==> config.mk <==
export PLATFORM = sky130hd
export DESIGN_NAME = mpmc10_rd_strip_collect
export DESIGN_NICKNAME = d
export VERILOG_FILES = /design/src/rtl/mpmc10_rd_strip_collect.sv
export SDC_FILE = /design/constraint.sdc
export NUM_CORES = 2
export LEC_CHECK = 0
export BUFFER_PORTS_ARGS = -buffer_cell sky130_fd_sc_hd__clkbuf_2
export CORE_AREA = 2 2 336 338
export DETAILED_ROUTE_END_ITERATION = 16
export DIE_AREA = 0 0 338 340
export PLACE_DENSITY = 0.5
export SYNTH_ARGS = -nofsm -noshare
export SYNTH_HDL_FRONTEND = slang
export SYNTH_SLANG_ARGS = --single-unit
==> constraint.sdc <==
create_clock -name clk -period 30.5 [get_ports clk]
set_input_delay 6.1 -clock clk [delete_from_list [all_inputs] [get_ports clk]]
set_output_delay 6.1 -clock clk [all_outputs]
set_load 0.03 [all_outputs]
==> src/rtl/mpmc10_rd_strip_collect.sv <==
// rtl/mpmc10_rd_strip_collect.sv - collects a burst of memory read strips into a line buffer
module mpmc10_rd_strip_collect #(
    parameter int WID         = 128,
    parameter int LINE_STRIPS = 4,
    parameter int TMO         = 1023
) (
    input  logic                       clk,
    input  logic                       rst,
    input  logic                       start,
    input  logic [5:0]                 num_strips,
    input  logic [31:0]                addr_base,
    input  logic                       rd_data_valid,
    input  logic [WID-1:0]             rd_data,
    input  logic                       ack,
    output logic                       busy,
    output logic                       strip_valid,
    output logic [WID-1:0]             strip_data,
    output logic [31:0]                strip_addr,
    output logic [5:0]                 strip_cnt,
    output logic [WID*LINE_STRIPS-1:0] line,
    output logic                       done,
    output logic                       err,
    output logic                       stray
);
    typedef enum logic [1:0] {IDLE, COLLECT, DONE} state_t;

    localparam int TW = $clog2(TMO + 1);

    state_t         state;
    logic [5:0]     nstr_q;
    logic [5:0]     cnt;
    logic [31:0]    base_q;
    logic [TW-1:0]  tmo_cnt;

    assign busy = (state == COLLECT);

    always_ff @(posedge clk or posedge rst) begin
        if (rst) begin
            state       <= IDLE;
            nstr_q      <= '0;
            cnt         <= '0;
            base_q      <= '0;
            tmo_cnt     <= '0;
            strip_valid <= 1'b0;
            strip_data  <= '0;
            strip_addr  <= '0;
            strip_cnt   <= '0;
            line        <= '0;
            done        <= 1'b0;
            err         <= 1'b0;
            stray       <= 1'b0;
        end else begin
            strip_valid <= 1'b0;
            stray       <= 1'b0;
            case (state)
                IDLE: begin
                    if (rd_data_valid)
                        stray <= 1'b1;
                    if (start) begin
                        nstr_q  <= num_strips;
                        base_q  <= {addr_base[31:4], 4'h0};
                        cnt     <= '0;
                        tmo_cnt <= '0;
                        line    <= '0;
                        state   <= COLLECT;
                    end
                end
                COLLECT: begin
                    // A beat always wins over a timeout landing on the same cycle.
                    if (rd_data_valid) begin
                        strip_valid <= 1'b1;
                        strip_data  <= rd_data;
                        strip_cnt   <= cnt;
                        strip_addr  <= base_q + {22'd0, cnt, 4'd0};
                        tmo_cnt     <= '0;
                        for (int i = 0; i < LINE_STRIPS; i++) begin
                            if (int'(cnt) == i)
                                line[i*WID +: WID] <= rd_data;
                        end
                        if (cnt == nstr_q) begin
                            state <= DONE;
                            done  <= 1'b1;
                            err   <= 1'b0;
                        end else begin
                            cnt <= cnt + 6'd1;
                        end
                    end else if (tmo_cnt == TW'(TMO - 1)) begin
                        state <= DONE;
                        done  <= 1'b1;
                        err   <= 1'b1;
                    end else begin
                        tmo_cnt <= tmo_cnt + TW'(1);
                    end
                end
                DONE: begin
                    if (rd_data_valid)
                        stray <= 1'b1;
                    if (ack) begin
                        state <= IDLE;
                        done  <= 1'b0;
                        err   <= 1'b0;
                    end
                end
                default: state <= IDLE;
            endcase
        end
    end
endmodule

## Yosys cells after proc, flatten, opt, wreduce, memory -nomap -nowiden

Index checks and enable logic that the tools add are counted.

| word-level totals | value |
|---|---|
| flip-flop bits (word level) | 734 |
| output and inout bits | 683 |

| operators by class | value |
|---|---|
| reductions and logical operators | 15 |
| add/sub/neg operators | 3 |
| muxes and demuxes | 32 |
| equality and inequality tests | 18 |

Operators by type and width:

| operator | count |
|---|---|
| 2-to-1 mux 512 bit | 2 |
| one-hot mux 512 bit (2 select lines) | 1 |
| 2-to-1 mux 128 bit | 4 |
| adder 32 x 10 -> 32 bit | 1 |
| 2-to-1 mux 10 bit | 3 |
| AND reduction 4 bit | 7 |
| one-hot mux 10 bit (2 select lines) | 1 |
| 2-to-1 mux 6 bit | 3 |
| == test 6 x 3 -> 1 bit, second input constant | 2 |
| one-hot mux 6 bit (2 select lines) | 1 |
| adder 10 x 1 -> 10 bit, second input constant | 1 |
| == test 10 bit, second input constant | 1 |
| 2-to-1 mux 2 bit | 5 |
| 2-to-1 mux 1 bit | 9 |
| != test 2 x 1 -> 1 bit, second input constant | 4 |
| != test 2 bit, second input constant | 4 |
| adder 6 x 1 -> 6 bit, second input constant | 1 |
| == test 6 x 2 -> 1 bit, second input constant | 1 |
| == test 6 bit | 1 |
| zero test 6 bit | 1 |
| != test 3 x 2 -> 1 bit, second input constant | 2 |
| one-hot mux 2 bit (3 select lines) | 1 |
| one-hot mux 1 bit (2 select lines) | 2 |
| AND reduction 2 bit | 2 |
| other kinds (7) | 8 |

## Logic depth before layout (Yosys ltp)

| logic depth | value |
|---|---|
| word-level depth | 4 |
| gate-level depth with buffers | 9 |
| depth with buffers taken out | 8 |

## Worst setup path before layout

Ideal clock, no wire load.

| path | value |
|---|---|
| kind | register to output |
| from | reg state[1] |
| to | out busy |
| data required time | 24400 ps |
| stages on the path, launching flop included | 7 |
| arrival time | 1522 ps |
| buffers on the path | 3 |
| path slack | 22878 ps |
| cell sequence | dfrtp_1 inv_1 nand2_1 inv_1 buf_2 clkbuf_1 clkbuf_1 |

| on the way | value |
|---|---|
| word-level cells in the longest chain between the ends | 1 |

Ends and longest elaborated chain:

| element | line | source |
|---|---|---|
| start, declared | 29 | `state_t state;` |
| start signal, assigned | 39 | `state <= IDLE;` |
| start signal, assigned | 65 | `state <= COLLECT;` |
| start signal, assigned | 81 | `state <= DONE;` |
| == test 2 x 1 -> 1 bit | 35 | `assign busy = (state == COLLECT);` |
| end, declared | 15 | `output logic busy,` |

No other way between the ends.

## Worst setup path after layout

| path | value |
|---|---|
| from | in rd_data_valid |
| to | reg line[455] |

| on the way | value |
|---|---|
| word-level cells in the longest chain between the ends | 2 |

Ends and longest elaborated chain:

| element | line | source |
|---|---|---|
| start, declared | 12 | `input logic rd_data_valid,` |
| != test 2 bit (no source line) | - |  |
| AND reduction 4 bit (no source line) | - |  |
| end signal, assigned by index | 78 | `line[i*WID +: WID] <= rd_data;` |
| end, declared | 20 | `output logic [WID*LINE_STRIPS-1:0] line,` |

No other way between the ends.
A chain may end at the register's enable or synchronous reset.

==> results.sh <==
export IMPL_outcome="finished clean"
export IMPL_gr_total_overflow=0
export IMPL_cp_common_cell="buf_4"
export IMPL_top_usage_layer="met2"
export IMPL_tightest_slew_ns=1.01
export IMPL_first_iter_violations=927
export IMPL_slew_viol_final=0
export IMPL_use_met2_pct=28.0
export IMPL_drt_wl_total_um=98000
export IMPL_yosysTopAreaCell="dfrtp_1"
export IMPL_core_rowCount=123
export IMPL_numClockSinks=730
export IMPL_grt_use_total_pct=16.6
export IMPL_crit_slowest_cell="a21oi_4"
export IMPL_synth_top_area_share_pct=62.6
export IMPL_fin_crit_sh_pct=28.9
export IMPL_synth_edff_count=0
export IMPL_cts_path_max_buffers=3
export IMPL_p_leak_nw=18.8
export IMPL_synth_area_um2=29200
export IMPL_rr_worst_depth=6
export IMPL_hold_buffers=0
export IMPL_grt_util_met1_pct=19.7
export IMPL_power_density_nw_per_um2=140
export IMPL_whs_path_depth=2
export IMPL_async_flop_share_pct=100
export IMPL_worstSkewPairLatency_ns=0.67
export IMPL_met3_usage_pct=5.52
export IMPL_synth_seq_cells=730
export IMPL_worst_ep_required_time_ns=31.03
export IMPL_place_ws_ns=20.90
export IMPL_ys_flop_type="dfrtp_1"
export IMPL_ir_worst_vdd_mv=0.0588
export IMPL_cp_arrival_ns=9.35
export IMPL_globalplace_congestion=0.782
export IMPL_cpLargestDelayFamily="buffers and inverters"
export IMPL_hpwl_um=68800
export IMPL_vias=20600
export IMPL_hold_violations=0
export IMPL_fin_total_pwr_mw=5.28
export IMPL_hp_class="register to register"
export IMPL_ys_warn_count=0
export IMPL_io_pins=854
export IMPL_final_cells=4691
export IMPL_fmax_mhz=113
export IMPL_max_cap_violations=0
export IMPL_placed_cells=4532
export IMPL_die_h_um=340
export IMPL_wire_per_inst_um=20.9
export IMPL_via_per_inst=4.38
export IMPL_portBuffers=845
export IMPL_final_core_util_pct=33.9
export IMPL_clk_pin_slew_ns=0.06
export IMPL_layout_area_overhead_vs_synth_pct=29.6
export IMPL_rsz0062_at_grt="false"
export IMPL_critical_path_endpoint_type="register"
export IMPL_nets=3304
export IMPL_skew_ns=0.0407
export IMPL_worst_slack_ns=21.68
export IMPL_yosys_top_cells_area="dfrtp_1, mux2_2, nand2_1"
export IMPL_ant_nets=0
export IMPL_drive_gt1_share_pct=47.8
export IMPL_numCtsBuffers=86
export IMPL_slew_headroom_pct=32.7
export IMPL_start_util_pct=26.1
export IMPL_grt_start_max_net_pins=161
export IMPL_final_min_clock_period_ns=8.82
export IMPL_path_depth=7
export IMPL_reg2reg_from="cnt[2]"
export IMPL_cts_tree="built"
export IMPL_die_w_um=338
export IMPL_antenna_found_initial=9
export IMPL_synth_avg_cell_area_um2=12.8
export IMPL_cp_max_fo=51
export IMPL_grt_first_pass_wirelength_um=143000
export IMPL_crit_chain="clkbuf_2 > mux2i_1 > or2_1 > a21oi_4 > buf_4 > buf_4 > mux2_2"
export IMPL_dr_pass1_iters=5
export IMPL_ctsResizeCount=0
export IMPL_start_kind="input pin"
export IMPL_hp_start="strip_cnt[4]"
export IMPL_criticalPathCategory="input pin to register"
export IMPL_yosysSeqAreaShare_pct=62.6
export IMPL_cpPeakStageDelay_ns=0.79
export IMPL_cts_root_buffer="clkbuf_16"
export IMPL_critical_path_startpoint="rd_data_valid"
export IMPL_synth_distinct_cells=47
export IMPL_drc=0
export IMPL_nFillCells=11400
export IMPL_grt_pass1_vias=21000
export IMPL_dieArea_um2=115000
export IMPL_cts_max_level=3
export IMPL_critPathBufInv=3
export IMPL_post_cts_buffers=0
export IMPL_syn_inst=2281
export IMPL_setup_tns_ns=0
export IMPL_coreArea_um2=112000
export IMPL_setup_viol=0
## state kept, by name, indices dropped and copies added, names as in the netlist, 2 cells and up
name,flops
tmo_cnt,10
cnt,6
state,2
line,512
nstr_q,6
strip_cnt,6
strip_addr,28
strip_data,128
base_q,28
## power by group
| part | switching, mW | internal, mW |
|---|---|---|
| sequential | 0.251 | 1.42 |
| clock | 0.429 | 0.605 |
| combinational | 1.73 | 0.837 |
## layout make-up
type                            instances  area, um^2  area share, %
Tap cell                             1500        1880           4.97
Clock buffer                          129        2580           6.82
Inverter                               14        70.1          0.185
Clock inverter                         24         299          0.791
Timing Repair Buffer                  873        4460           11.8
Antenna cell                            6        15.0         0.0397
Sequential cell                       730       18300           48.3
Multi-Input combinational cell       1415       10200           27.0
## cells in the final DEF (no fill, tap or decap), types with 12 or more instances in the layout
cell,instances
clkbuf_16,88
xor2_1,20
nor2_1,17
o21ai_0,37
and2_1,132
nand2_1,549
dfrtp_1,730
mux2_2,505
clkbuf_1,19
clkbuf_8,22
a21oi_1,12
buf_4,26
ha_1,12
clkbuf_2,845
## cells by family (layout without fill, tap and decap cells)
logic type                 count (synthesis)  count (layout)  share of synthesized area, %
buffers and inverters                    139            1040                          2.51
AOI/OAI and AO/OA                         98              98                          2.10
muxes                                    517             517                          19.9
adders and majority gates                 13              13                         0.584
DFF                                      730             730                          62.6
xor gates and xnor gates                  25              25                         0.751
and+or+nand+nor                          758             758                          11.4
other                                      1              10                        0.0129
## worst min-delay path, delay by kind of cell, from the launching register on
| family | cells | cell delay (ns) |
|---|---|---|
| flip-flops | 1 | 0.34 |
| AND/OR/NAND/NOR | 2 | 0.10 |
## path summary, 6_finish.rpt
check | to | slack [ns]
worst min register to register | strip_cnt[4] | 0.47
worst min-delay path | strip_cnt[4] | 0.47
worst max-delay path | line[455] | 21.68
worst max register to register | line[455] | 26.68
min in group asynchronous | line[380] | 5.60
max in group asynchronous | line[355] | 21.73
## cells in the mapped netlist (7+ instances only)
library cell	instances
a21oi_1	16
and2_1	132
and3_1	7
buf_1	9
buf_2	13
buf_4	52
clkbuf_1	51
dfrtp_1	730
ha_1	12
inv_1	14
mux2_1	7
mux2_2	505
nand2_1	550
nand3_1	11
nor2_1	17
o211ai_1	11
o21ai_0	37
o31ai_1	11
or3_1	7
or4_1	8
xor2_1	20
## routing by layer
| metal | up-vias | part of all wire, % |
|---|---|---|
| met5 | - | 0.044 |
| met3 | 151 | 8.0 |
| li1 | 9369 | - |
| met1 | 10400 | 40 |
| met2 | 626 | 49 |
| met4 | 6 | 3.2 |
## per-stage QoR
stage	instance area, um^2	hold WS (ns)
after floorplan	29200	0.450
after detailed placement	34900	0.461
after global routing	37800	0.491
after CTS	37800	0.476
final	37800	0.470
after global placement	34900	0.459
Note: power is estimated with default switching activity, not from simulation.
